$ cat config.mk
export PLATFORM = sky130hd
export DESIGN_NAME = mem_bus_arbiter
export DESIGN_NICKNAME = d
export VERILOG_FILES = /design/src/rtl/mem_bus_arbiter.sv
export SDC_FILE = /design/constraint.sdc
export NUM_CORES = 1
export LEC_CHECK = 0
export ABC_CLOCK_PERIOD_IN_PS = 2750
export CAP_MARGIN = 25
export CORE_ASPECT_RATIO = 0.6
export CORE_MARGIN = 2
export CORE_UTILIZATION = 24
export CTS_CLUSTER_DIAMETER = 30
export CTS_CLUSTER_SIZE = 28
export DETAILED_ROUTE_END_ITERATION = 6
export PLACE_DENSITY_LB_ADDON = 0.1
export SKIP_LAST_GASP = 1
export SLEW_MARGIN = 30
export SYNTH_ARGS = -nofsm -noshare
export SYNTH_HDL_FRONTEND = slang
export SYNTH_SLANG_ARGS = --single-unit
$ cat constraint.sdc
create_clock -name clk -period 2.75 [get_ports clk]
set_input_delay 0.6875 -clock clk [delete_from_list [all_inputs] [get_ports clk]]
set_output_delay 0.6875 -clock clk [all_outputs]
set_load 0.1 [all_outputs]
$ cat src/rtl/mem_bus_arbiter.sv
// rtl/mem_bus_arbiter.sv - two-master round-robin arbiter with lock and hold limit for a shared 16-bit memory
module mem_bus_arbiter #(
    parameter int N        = 16,
    parameter int MAX_HOLD = 8
) (
    input  logic         clk,
    input  logic         reset,
    input  logic         m0_req,
    input  logic         m0_lock,
    input  logic         m0_rw,
    input  logic [N-1:0] m0_addr,
    input  logic [N-1:0] m0_wdata,
    output logic         m0_gnt,
    output logic         m0_rvalid,
    input  logic         m1_req,
    input  logic         m1_lock,
    input  logic         m1_rw,
    input  logic [N-1:0] m1_addr,
    input  logic [N-1:0] m1_wdata,
    output logic         m1_gnt,
    output logic         m1_rvalid,
    output logic [N-1:0] rdata,
    output logic [N-1:0] mem_addr,
    output logic         mem_rw,
    output logic [N-1:0] mem_wdata,
    input  logic [N-1:0] mem_rdata
);

    // Hold counter only ever reaches MAX_HOLD-1 before ownership is forced away.
    localparam int HW = (MAX_HOLD > 1) ? $clog2(MAX_HOLD) : 1;
    localparam logic [HW-1:0] HOLD_LAST = HW'(MAX_HOLD - 1);

    typedef enum logic [1:0] {
        IDLE = 2'd0,
        OWN0 = 2'd1,
        OWN1 = 2'd2
    } state_t;

    state_t        r_state;
    state_t        w_next;
    logic          r_rr;          // 0: master 0 wins the next tie, 1: master 1 wins
    logic          w_rr_next;
    logic [HW-1:0] r_hold;
    logic [HW-1:0] w_hold_next;
    logic          r_m0_rvalid;
    logic          r_m1_rvalid;
    logic          w_xfer0;
    logic          w_xfer1;

    // Grants come straight from the registered state so they cannot glitch.
    assign m0_gnt    = (r_state == OWN0);
    assign m1_gnt    = (r_state == OWN1);
    assign w_xfer0   = m0_gnt && m0_req;
    assign w_xfer1   = m1_gnt && m1_req;
    assign m0_rvalid = r_m0_rvalid;
    assign m1_rvalid = r_m1_rvalid;
    assign rdata     = mem_rdata;

    // Bus mux: the transferring master drives the memory, otherwise park as a read of address 0.
    always_comb begin
        mem_rw    = 1'b1;
        mem_addr  = '0;
        mem_wdata = '0;
        if (w_xfer0) begin
            mem_rw    = m0_rw;
            mem_addr  = m0_addr;
            mem_wdata = m0_wdata;
        end else if (w_xfer1) begin
            mem_rw    = m1_rw;
            mem_addr  = m1_addr;
            mem_wdata = m1_wdata;
        end
    end

    // Next ownership and hold count; hold defaults to zero so any handover or lone owner clears it.
    always_comb begin
        w_next      = r_state;
        w_hold_next = '0;
        case (r_state)
            IDLE: begin
                if (m0_req && m1_req) begin
                    w_next = r_rr ? OWN1 : OWN0;
                end else if (m0_req) begin
                    w_next = OWN0;
                end else if (m1_req) begin
                    w_next = OWN1;
                end else begin
                    w_next = IDLE;
                end
            end
            OWN0: begin
                if (!m0_req) begin
                    w_next = m1_req ? OWN1 : IDLE;
                end else if (m1_req) begin
                    if (!m0_lock || (r_hold == HOLD_LAST)) begin
                        w_next = OWN1;
                    end else begin
                        w_hold_next = r_hold + 1'b1;
                    end
                end
            end
            OWN1: begin
                if (!m1_req) begin
                    w_next = m0_req ? OWN0 : IDLE;
                end else if (m0_req) begin
                    if (!m1_lock || (r_hold == HOLD_LAST)) begin
                        w_next = OWN0;
                    end else begin
                        w_hold_next = r_hold + 1'b1;
                    end
                end
            end
            default: w_next = IDLE;
        endcase
    end

    // Round-robin pointer moves to the loser whenever a new grant is handed out.
    always_comb begin
        w_rr_next = r_rr;
        if (w_next != r_state) begin
            if (w_next == OWN0) begin
                w_rr_next = 1'b1;
            end else if (w_next == OWN1) begin
                w_rr_next = 1'b0;
            end
        end
    end

    // State, pointer, hold count and read-return strobes; reset discards any read in flight.
    always_ff @(posedge clk or negedge reset) begin
        if (!reset) begin
            r_state     <= IDLE;
            r_rr        <= 1'b0;
            r_hold      <= '0;
            r_m0_rvalid <= 1'b0;
            r_m1_rvalid <= 1'b0;
        end else begin
            r_state     <= w_next;
            r_rr        <= w_rr_next;
            r_hold      <= w_hold_next;
            r_m0_rvalid <= w_xfer0 && m0_rw;
            r_m1_rvalid <= w_xfer1 && m1_rw;
        end
    end

endmodule

After elaboration in Yosys (flattened, before gate mapping)

Index checks and enable logic that the tools add are counted.
W data, S select, Z words.

Bits in registers: 8
Bits in latches: 0
Memory bits (writable): 0
ROM bits: 0
Bits of input ports: 88
Output and inout bits: 53
Logic and storage cells: 51
Memories kept: 0

$add $sub $neg: 1
Multiply operators: 0
Div/mod/pow operators: 0
Magnitude comparators: 0
Equality and inequality tests: 6
Shifts and indexed selects: 0
Muxes and demuxes: 27
Bitwise operators: 0
Reduce and logical (&&, ||, !) cells: 12

Operators with widths:

| cell                  | count |
|---|---|
| $mux W16              | 4 |
| $mux W2               | 10 |
| $mux W3               | 6 |
| $pmux W2 S3           | 1 |
| $pmux W3 S2           | 1 |
| $logic_and A1 B1 Y1   | 5 |
| $mux W1               | 5 |
| $eq A2 B1 Y1 const B  | 2 |
| $eq A2 B2 Y1 const B  | 2 |
| $add A3 B1 Y3 const B | 1 |
| $eq A3 B3 Y1 const B  | 1 |
| $logic_not A1 Y1      | 2 |
| $logic_not A2 Y1      | 1 |
| $logic_or A1 B1 Y1    | 2 |
| $ne A2 B2 Y1          | 1 |
| $reduce_and A2 Y1     | 1 |
| $reduce_bool A2 Y1    | 1 |

Logic depth before layout (Yosys ltp)

Depth in word-level cells: 9
Gate-level depth with buffers: 9
Mapped depth without buffers: 9

Worst setup path after synthesis

Ideal clock, no wire load.

Path kind: register to output
Start: register r_state[1]
End: output port mem_rw
Arrival time: 3.595 ns
Data required time: 2.062 ns
Slack: -1.532 ns
Stages on the path, launching flop included: 8
Cell sequence: dfrtp_1 -> inv_1 -> ha_1 -> and2_1 -> buf_2 -> buf_1 -> nor3_1 -> a21oi_1

Elaborated cells on any way between the ends: 6

RTL lines:

| element                  | RTL line | source |
|---|---|---|
| start: declaration       | 39       | `state_t r_state;` |
| start signal: assignment | 138      | `r_state <= w_next;` |
| $eq A2 B1 Y1             | 51       | `assign m0_gnt = (r_state == OWN0);` |
| via m0_gnt               | 13       | `output logic m0_gnt,` |
| $logic_and A1 B1 Y1      | 53       | `assign w_xfer0 = m0_gnt && m0_req;` |
| $mux W1                  | 64       | `if (w_xfer0) begin` |
| end: declaration         | 24       | `output logic mem_rw,` |

The timed path passes the listed nets, and every way through them passes these cells.

Final worst setup path

Start: register r_state[1]
End: output port mem_addr[9]

Cells in the longest elaborated chain, start to end: 4
Elaborated cells on any way between the ends: 6

RTL lines:

| element             | RTL line | source |
|---|---|---|
| $eq A2 B2 Y1        | 52       | `assign m1_gnt = (r_state == OWN1);` |
| $logic_and A1 B1 Y1 | 54       | `assign w_xfer1 = m1_gnt && m1_req;` |
| $mux W16            | 68       | `end else if (w_xfer1) begin` |
| $mux W16 *          | 64       |  |
| end: declaration    | 23       | `output logic [N-1:0] mem_addr,` |

Mark *: on every way between the ends. The rest lies on a longest branch, timed or not.

==> metrics <==
CTS tree=yes; Skew-Pair Late Insertion Delay=around 0.24 ns; largest net degree at the start of global routing=33; synthesized area=a little under 0.001 mm2; final setup vio count=0; Power per Cell Area=919.1 mW/mm2; CTS buffer count=3; Final #Nets=316; wl on met1=1906 um; Cells after Synth=about 110; routed length per instance=18.60 um; Syn-to-layout area delta=169.0%; Slew @ Worst Pin=~0.43 ns; routed length on met2=2668 um; First-pass DRT Iterations=5; Sink Count=8; dpl hpwl=between 3000 and 4000 um; WL met3=about 320 um; most frequent cells in the layout=clkdlybuf4s50_1 (69), buf_12 (35), a22o_2 (32), buf_4 (17), dfrtp_1 (8); commonest register cell after synthesis=dfrtp_1; worst stage delay on the critical path=approximately 0.5 ns; first-pass GRT wire length=about 6800 um; Worst VDD drop=about 0.36 mV; Starting Density=0.2578; initial antenna violation count=0; ANT cells=0; num ports=141; worst path bufs/invs=3; Relative slew margins=0.7149; Max Clk Rate=roughly 0.38 GHz; Tcrit/Tclk final=0.9654; startpoint type of the worst setup path=flop; switching power=between 0.001 and 0.0015 W; Reg power frac=0.071; RSZ-0062 raised after global routing=false; sequential element share of the synthesized area=0.2051; Final Wtd Congestion=roughly 0.84; Hold Worst Slack=between 0.4 and 0.5 ns; H-tree depth=1; gr usage total=0.1929; Hold Buf Count CTS=0; Setup crit end kind=output port; vias in the first global route=1287; clk buf depth=2; fraction of layout cells with a size suffix above 1=0.4612; DRT iter0 DRCs=43; cell family with most CP delay=buffers and inverters; commonest non-fill, non-tap cell in the layout=clkdlybuf4s50_1; yosys warns=0; Internal Power=between 0.001 and 0.0015 W; Design Power=between 0.002 and 0.0025 W; Yosys cell types=31; worst-path fanout max=8; number of post-CTS setup repair buffers=0; max-slew violation count=0; crit path time final=about 2.7 ns; Final Hold Fails=0; Async SR Flop Fraction=1.000; DRC errors left=0; status=finished, final reports clean; Overflow after GRT=0; Avg Inst Size Synth=8.637 um2; kind of critical path=reg2out; die area=approximately 0.0046 mm2; DR top layer=met4; clock share of power=0.062; row count=17; syn nets=about 210; die span in x=~86 um; worst hold path type=reg2reg; Worst Path Required=roughly 2.1 ns; MaxCap Viol Count=0; clk root buf=clkbuf_8; Vias=1313; Post-DP Area=~0.0025 mm2; critical path's slowest cell=dfrtp_1; crit-path cells=inv_1 -> ha_4 -> and2_4 -> nor2_4 -> clkbuf_16 -> a22o_2 -> buf_12; Core ar.=between 0.003 and 0.004 mm2; Clock Pin Slew Worst Setup and Hold Paths=approximately 0.04 ns; port bufs=108; design area=around 0.0026 mm2; ANT nets after route=0; switching fraction of total power=0.5629; Vert. Die Dim=around 53 um; Leak=approximately 1.1 nW; flops & latches, synth=8; Post-synth EDFFs=0; Vias per Instance=4.936; critical path arrival=1.97 ns; final WL=~4900 um; skew final=about 0.0084 ns; Comb pwr share=0.867
## area by class of cell
| cell class | instances | area [um2] |
|---|---|---|
| inverters | 5 | 18.77 |
| multi-input cells | 77 | 700.7 |
| clock buffers | 3 | 41.29 |
| well taps | 47 | 58.81 |
| flip-flops and latches | 8 | 200.2 |
| repair buffers | 126 | 1605 |
| fillers | 261 | 1161 |
## registers in the layout (all words and copies together), names as in the netlist
register	flops
r_state	2
m0_rvalid	1
m1_rvalid	1
r_rr	1
r_hold	3
## per-layer routing
| metal | track usage | vias to the layer above |
|---|---|---|
| li1 | - | 625 |
| met1 | 0.2260 | 622 |
| met2 | 0.3615 | 52 |
| met5 | 0 | - |
| met4 | 0.03385 | 0 |
| met3 | 0.04992 | 14 |
## worst reg2reg max path, cell delays in order, from the launching register on
cell,delay (ns)
dfrtp_1,0.37
ha_1,0.21
ha_1,0.26
nand2b_1,0.17
a21oi_1,0.21
o21ai_0,0.10
a21o_2,0.23
ha_1,0.26
a31oi_1,0.17
mux2_1,0.33
## power groups by stage
| stage | registers [W] | clock network [W] | logic (W) |
|---|---|---|---|
| 2_1_floorplan | 0.000192 | 0 | 0.00134 |
| 3_3_place_gp | 0.000170 | 0 | 0.00201 |
| 3_5_place_dp | 0.000170 | 0 | 0.00203 |
| 4_1_cts | 0.000169 | 0.000149 | 0.00204 |
| 5_1_grt | 0.000176 | 0.000157 | 0.00217 |
| 6_report | 0.000172 | 0.000150 | 0.00209 |
## repair_timing
| item | in CTS | in global routing |
|---|---|---|
| setup endpoints to repair | 33 | 34 |
| cloned | 0 | 3 |
| gates resized for setup | 2 | 6 |
| pin swaps | 0 | 2 |
## cells by family after synthesis
group           share of synthesized area
flops                              0.2051
buf+inv                            0.1744
fa+ha+maj                         0.08974
compound gates                     0.3898
mux                               0.01154
simple gates                       0.1295
## metrics by stage
| step | setup TNS, ns | cells | setup WS, ns | util |
|---|---|---|---|---|
| 2_1_floorplan | -3.516 | 113 | -0.1976 | - |
| 3_3_place_gp | -0.7772 | 260 | -0.03138 | 0.6580 |
| 3_5_place_dp | -1.368 | 260 | -0.07250 | 0.6580 |
| 4_1_cts | 0 | 263 | 0.002876 | 0.6695 |
| 5_1_grt | 0 | 266 | 0.008784 | 0.6933 |
| 6_report | 0 | 266 | 0.09525 | 0.6933 |
## synthesized netlist by cell type (2+ instances only)
library cell	n	area (um2)
o21ai_0	3	15.01
nor2_1	4	15.01
nand2_1	3	11.26
dfrtp_1	8	200.2
a31oi_1	3	18.77
a22o_1	32	280.3
ha_1	7	87.58
nor3_1	2	10.01
clkbuf_1	2	7.510
and2_1	4	25.02
a21oi_1	2	10.01
inv_1	5	18.77
buf_4	16	120.1
buf_2	4	20.02
nand3_1	2	10.01
## path summary, 6_finish.rpt
check                                        to  slack, ns                  from  cells past startpoint
max                                 mem_addr[9]        0.1  r_state[1]$_DFF_PN0_                      7
min                         r_hold[0]$_DFF_PN0_       0.44   r_hold[0]$_DFF_PN0_                      1
max reg2reg                    r_rr$_DFFE_PN0P_       0.32   r_hold[0]$_DFF_PN0_                      9
min reg2reg                 r_hold[0]$_DFF_PN0_       0.44   r_hold[0]$_DFF_PN0_                      1
max in group asynchronous  r_state[1]$_DFF_PN0_       1.69                 reset                      1
min in group asynchronous  r_state[0]$_DFF_PN0_       0.75                 reset                      1
Note: power is estimated with default switching activity, not from simulation.
==> edit 1, RTL diff (same flow settings) <==
`MAX_HOLD`: 8 -> 4.
--- a/src/rtl/mem_bus_arbiter.sv
+++ b/src/rtl/mem_bus_arbiter.sv
@@ -2,5 +2,5 @@
 module mem_bus_arbiter #(
     parameter int N        = 16,
-    parameter int MAX_HOLD = 8
+    parameter int MAX_HOLD = 4
 ) (
     input  logic         clk,
Function: changed (Yosys sat finds a counterexample within 10 cycles, from zero or initial values and one cycle with reset low).
==> edit 1 against the original RTL <==
The run now ends with setup timing left. Core utilization rose by 3.8 points. Fmax fell by 3.5%. Synthesized area decreased by 3.3%. Power increased by 6.9%. Sequential cell count is 1 lower. Combinational power increased by 9%. Clock skew shrank 3.5 ps. Wire length rose by 2.0%. Global-route usage is 1.5 points higher. Hold slack got worse by 0.90 ps. Worst setup slack lost 96 ps. Design area up 3.7%. Largest cell class unchanged.
==> edit 1: results <==
[outcome]
status = finished, violations left
violations = setup timing

[power]
leakage_nw = 1.19
p_sw_frac = 0.554
seq_power_share = 0.063
irDropWorstVdd_v = 0.000609
power.internal_w = 0.00115

[timing]
worst_pin_slew_ps = 384
finalSetupViolCount = 2
fin_ws_ps = -1.08
finClkSkew_ps = 4.83
hold_ws_ps = 439

[placed_design]
placed_area_um2 = 2500
dp.cells = 256
place_ws_ps = -412
dp_hpwl_um = 3810

[drt]
wl_um = 5050
viasPerCell = 5.01
routedWlPerCell_um = 19.1

[grt]
grt_pass1_wl_um = 7160
grt_util_met3 = 0.0346
grtUsageTotal = 0.208
grt_pass1_vias = 1324
use_met2 = 0.376
met1_usage = 0.261
grt_max_degree = 18

[yosys]
synth_fa_ha_area_frac = 0.0796
yosysUniqueCellTypes = 27
yosysSeqAreaShare = 0.186
synthTopCellsByArea = a22o_1 (30%), dfrtp_1 (19%), buf_4 (13%)
post_synth_mux_area_share = 0.0371
synth.avg_cell_area_um2 = 8.28
synth_common_cells = a22o_1 (32), buf_4 (16), dfrtp_1 (7)

[setup_path]
startpoint = m0_req
crit_end = mem_wdata[12]
slowest_delay_ps = 290
rr_worst_depth = 12
r2r_start = r_state[1]$_DFF_PN0_
crit_slowest_cell = bufbuf_16

[final_layout]
drive_gt1_frac = 0.470
fin_nets = 312
nFillCells = 238

[clocking]
cts_resized = 14
post_cts_buffers = 1
==> edit 1: worst reg2reg max path: stages (launching register included) <==
cell	delay, ps
dfrtp_1	460
inv_2	150
ha_4	190
nand2_1	90
buf_4	160
a21oi_2	150
nand2_1	100
a21oi_2	240
ha_4	250
nor3_2	150
mux2i_1	90
o211ai_1	110
mux2_4	320
==> edit 1: layer usage <==
layer | part of all wire | wire length, um
met1 | 0.41 | 2080
met2 | 0.50 | 2540
met3 | 0.061 | 306
met4 | 0.023 | 116
met5 | 0 | 0
==> edit 1: layout make-up <==
| class | instances | area [um^2] | share of cell area |
|---|---|---|---|
| Tap cell | 47 | 58.8 | 0.0216 |
| Sequential cell | 7 | 176 | 0.0648 |
| Timing Repair Buffer | 123 | 1590 | 0.583 |
| Clock buffer | 4 | 45.0 | 0.0166 |
| Inverter | 5 | 18.8 | 0.00690 |
| Multi-Input combinational cell | 78 | 837 | 0.308 |
==> edit 2, RTL diff (same settings) <==
Made on the original files. Reset style: synchronous (`reset`), changed in one clocked block.
--- a/src/rtl/mem_bus_arbiter.sv
+++ b/src/rtl/mem_bus_arbiter.sv
@@ -128,5 +128,5 @@
 
     // State, pointer, hold count and read-return strobes; reset discards any read in flight.
-    always_ff @(posedge clk or negedge reset) begin
+    always_ff @(posedge clk) begin
         if (!reset) begin
             r_state     <= IDLE;
Function: differs if reset is asserted again (counterexample within 4 cycles, from zero or initial values and one cycle with reset low); with reset held inactive, the same outputs for 10 cycles.
==> edit 2 against the original RTL <==
Critical path depth unchanged. Design area up 8.5%. Worst setup slack better by 4.6 ps. Wire length up 0.59%. Register-to-register slack worse by 50 ps. Final cell count up 1.5%. Synthesized area up 0.64%. Sequential cell count unchanged.
Power is not compared: it rests on default switching activity, and its combinational part moved more than twofold at a synthesized area within 25%.
==> edit 2: results <==
[grt]
grtUsageTotal = 0.216
grt_pass1_wl_um = 7490
grt_max_degree = 27
grt_pass1_vias = 1504
grt_antenna_before_repair = 0

[timing]
relSlewSlack = 0.813
finClkSkew_ps = 0.547

[yosys]
synthTopCellsByArea = a22o_1 (29%), dfxtp_1 (16%), buf_4 (12%)
synth_common_cells = a22o_1 (32), buf_4 (16), dfxtp_1 (8)
synth_ff_type = dfxtp_1
synth_warnings = 0
async_flop_share = 0
synthesis.nets = 214
yosysUniqueCellTypes = 30
yosysSeqAreaShare = 0.163

[clocking]
cts_buffers = 3
clockBufferDepth = 2

[final_layout]
top_regs = r_hold x3, r_state x2
drive_gt1_frac = 0.444
fin_nets = 320

[placed_design]
dp_hpwl_um = 4040
gp_congestion = 0.940
place_ws_ps = -154

[setup_path]
crit_slowest_cell = dfxtp_1
cp_max_fo = 8
r2r_start = r_hold[0]$_SDFF_PN0_
slowest_delay_ps = 460
r2r_slack_ps = 270
worstReg2RegEnd = r_rr$_SDFFE_PN0P_

[min_path]
worstHoldStart = r_hold[0]$_SDFF_PN0_
hold_end = r_hold[0]$_SDFF_PN0_

[drt]
drt-initial-drc-count = 51
routedWlPerCell_um = 18.4
dr.pass1.iters = 4
routed-via-count = 1396

[outcome]
status = finished, final reports clean
==> edit 2: cell count changes after synthesis, sizes merged, moves of 2 or more <==
cell,unedited run,this run
nand2b,1,3
buf,21,18
dfxtp,0,8
nor4b,0,2
clkbuf,2,6
nor3,2,4
nand3,2,0
dfrtp,8,0
==> edit 2: report_power, final <==
group / switching [W] / internal (W) / total (W)
logic: 0.000481 / 0.000381 / 0.000863
clock network: 0.0000470 / 0.0000949 / 0.000142
registers: 0.0000128 / 0.000126 / 0.000138
==> edit 2: worst register-to-register path: stages, from the launching register on <==
cell	delay, ps
dfxtp_1	310
ha_1	200
ha_1	230
nand2b_1	170
a21oi_1	200
o21ai_0	130
a21o_2	250
ha_1	310
nor4b_1	60
or4_1	510
==> edit 2: metrics by stage <==
stage	utilization	hold WS [ps]	instance area [um^2]	std cells
3_3_place_gp	0.717	419	2720	263
6_report	0.752	442	2850	270
5_1_grt	0.752	477	2850	270
4_1_cts	0.752	448	2850	270
2_1_floorplan	-	406	1290	119
3_5_place_dp	0.717	442	2720	263
==> edit 2: kinds of logic after synthesis <==
logic type      Yosys count  share of synthesized area
buf+inv                  28                      0.171
compound gates           46                      0.386
simple gates             30                      0.191
flops                     8                      0.163
fa+ha+maj                 7                     0.0892
==> edit 2: per-layer routing <==
metal / vias to the layer above / share of wire / wire length [um] / GRT usage
met5: - / 0 / 0 / 0
met2: 70 / 0.48 / 2390 / 0.354
li1: 659 / - / - / -
met4: 0 / 0.0056 / 28 / 0.0469
met1: 660 / 0.42 / 2090 / 0.273
met3: 7 / 0.094 / 466 / 0.0828
==> edit 2: worst max path at each step <==
stage,start,to,slack (ps)
4_1_cts,m1_lock,r_rr$_SDFFE_PN0P_,110
5_1_grt,m1_lock,r_rr$_SDFFE_PN0P_,30
2_1_floorplan,r_state[1]$_SDFF_PN0_,mem_rw,-6
6_report,r_state[1]$_SDFF_PN0_,mem_wdata[0],100
3_3_place_gp,m1_req,r_rr$_SDFFE_PN0P_,-90
3_5_place_dp,m1_req,r_rr$_SDFFE_PN0P_,-150
==> edit 2: cell type report <==
class,instances,area (um^2)
Timing Repair Buffer,125,1610
Multi-Input combinational cell,83,961
Fill cell,261,937
Sequential cell,8,160
Tap cell,47,58.8
Clock buffer,3,41.3
Inverter,4,15.0
==> edit 2: repair_timing <==
action,in CTS,in global routing
setup endpoints to repair,32,0
resized for setup,6,0
hold endpoints to repair,0,0
buffers inserted,2,0
hold buffers,0,0
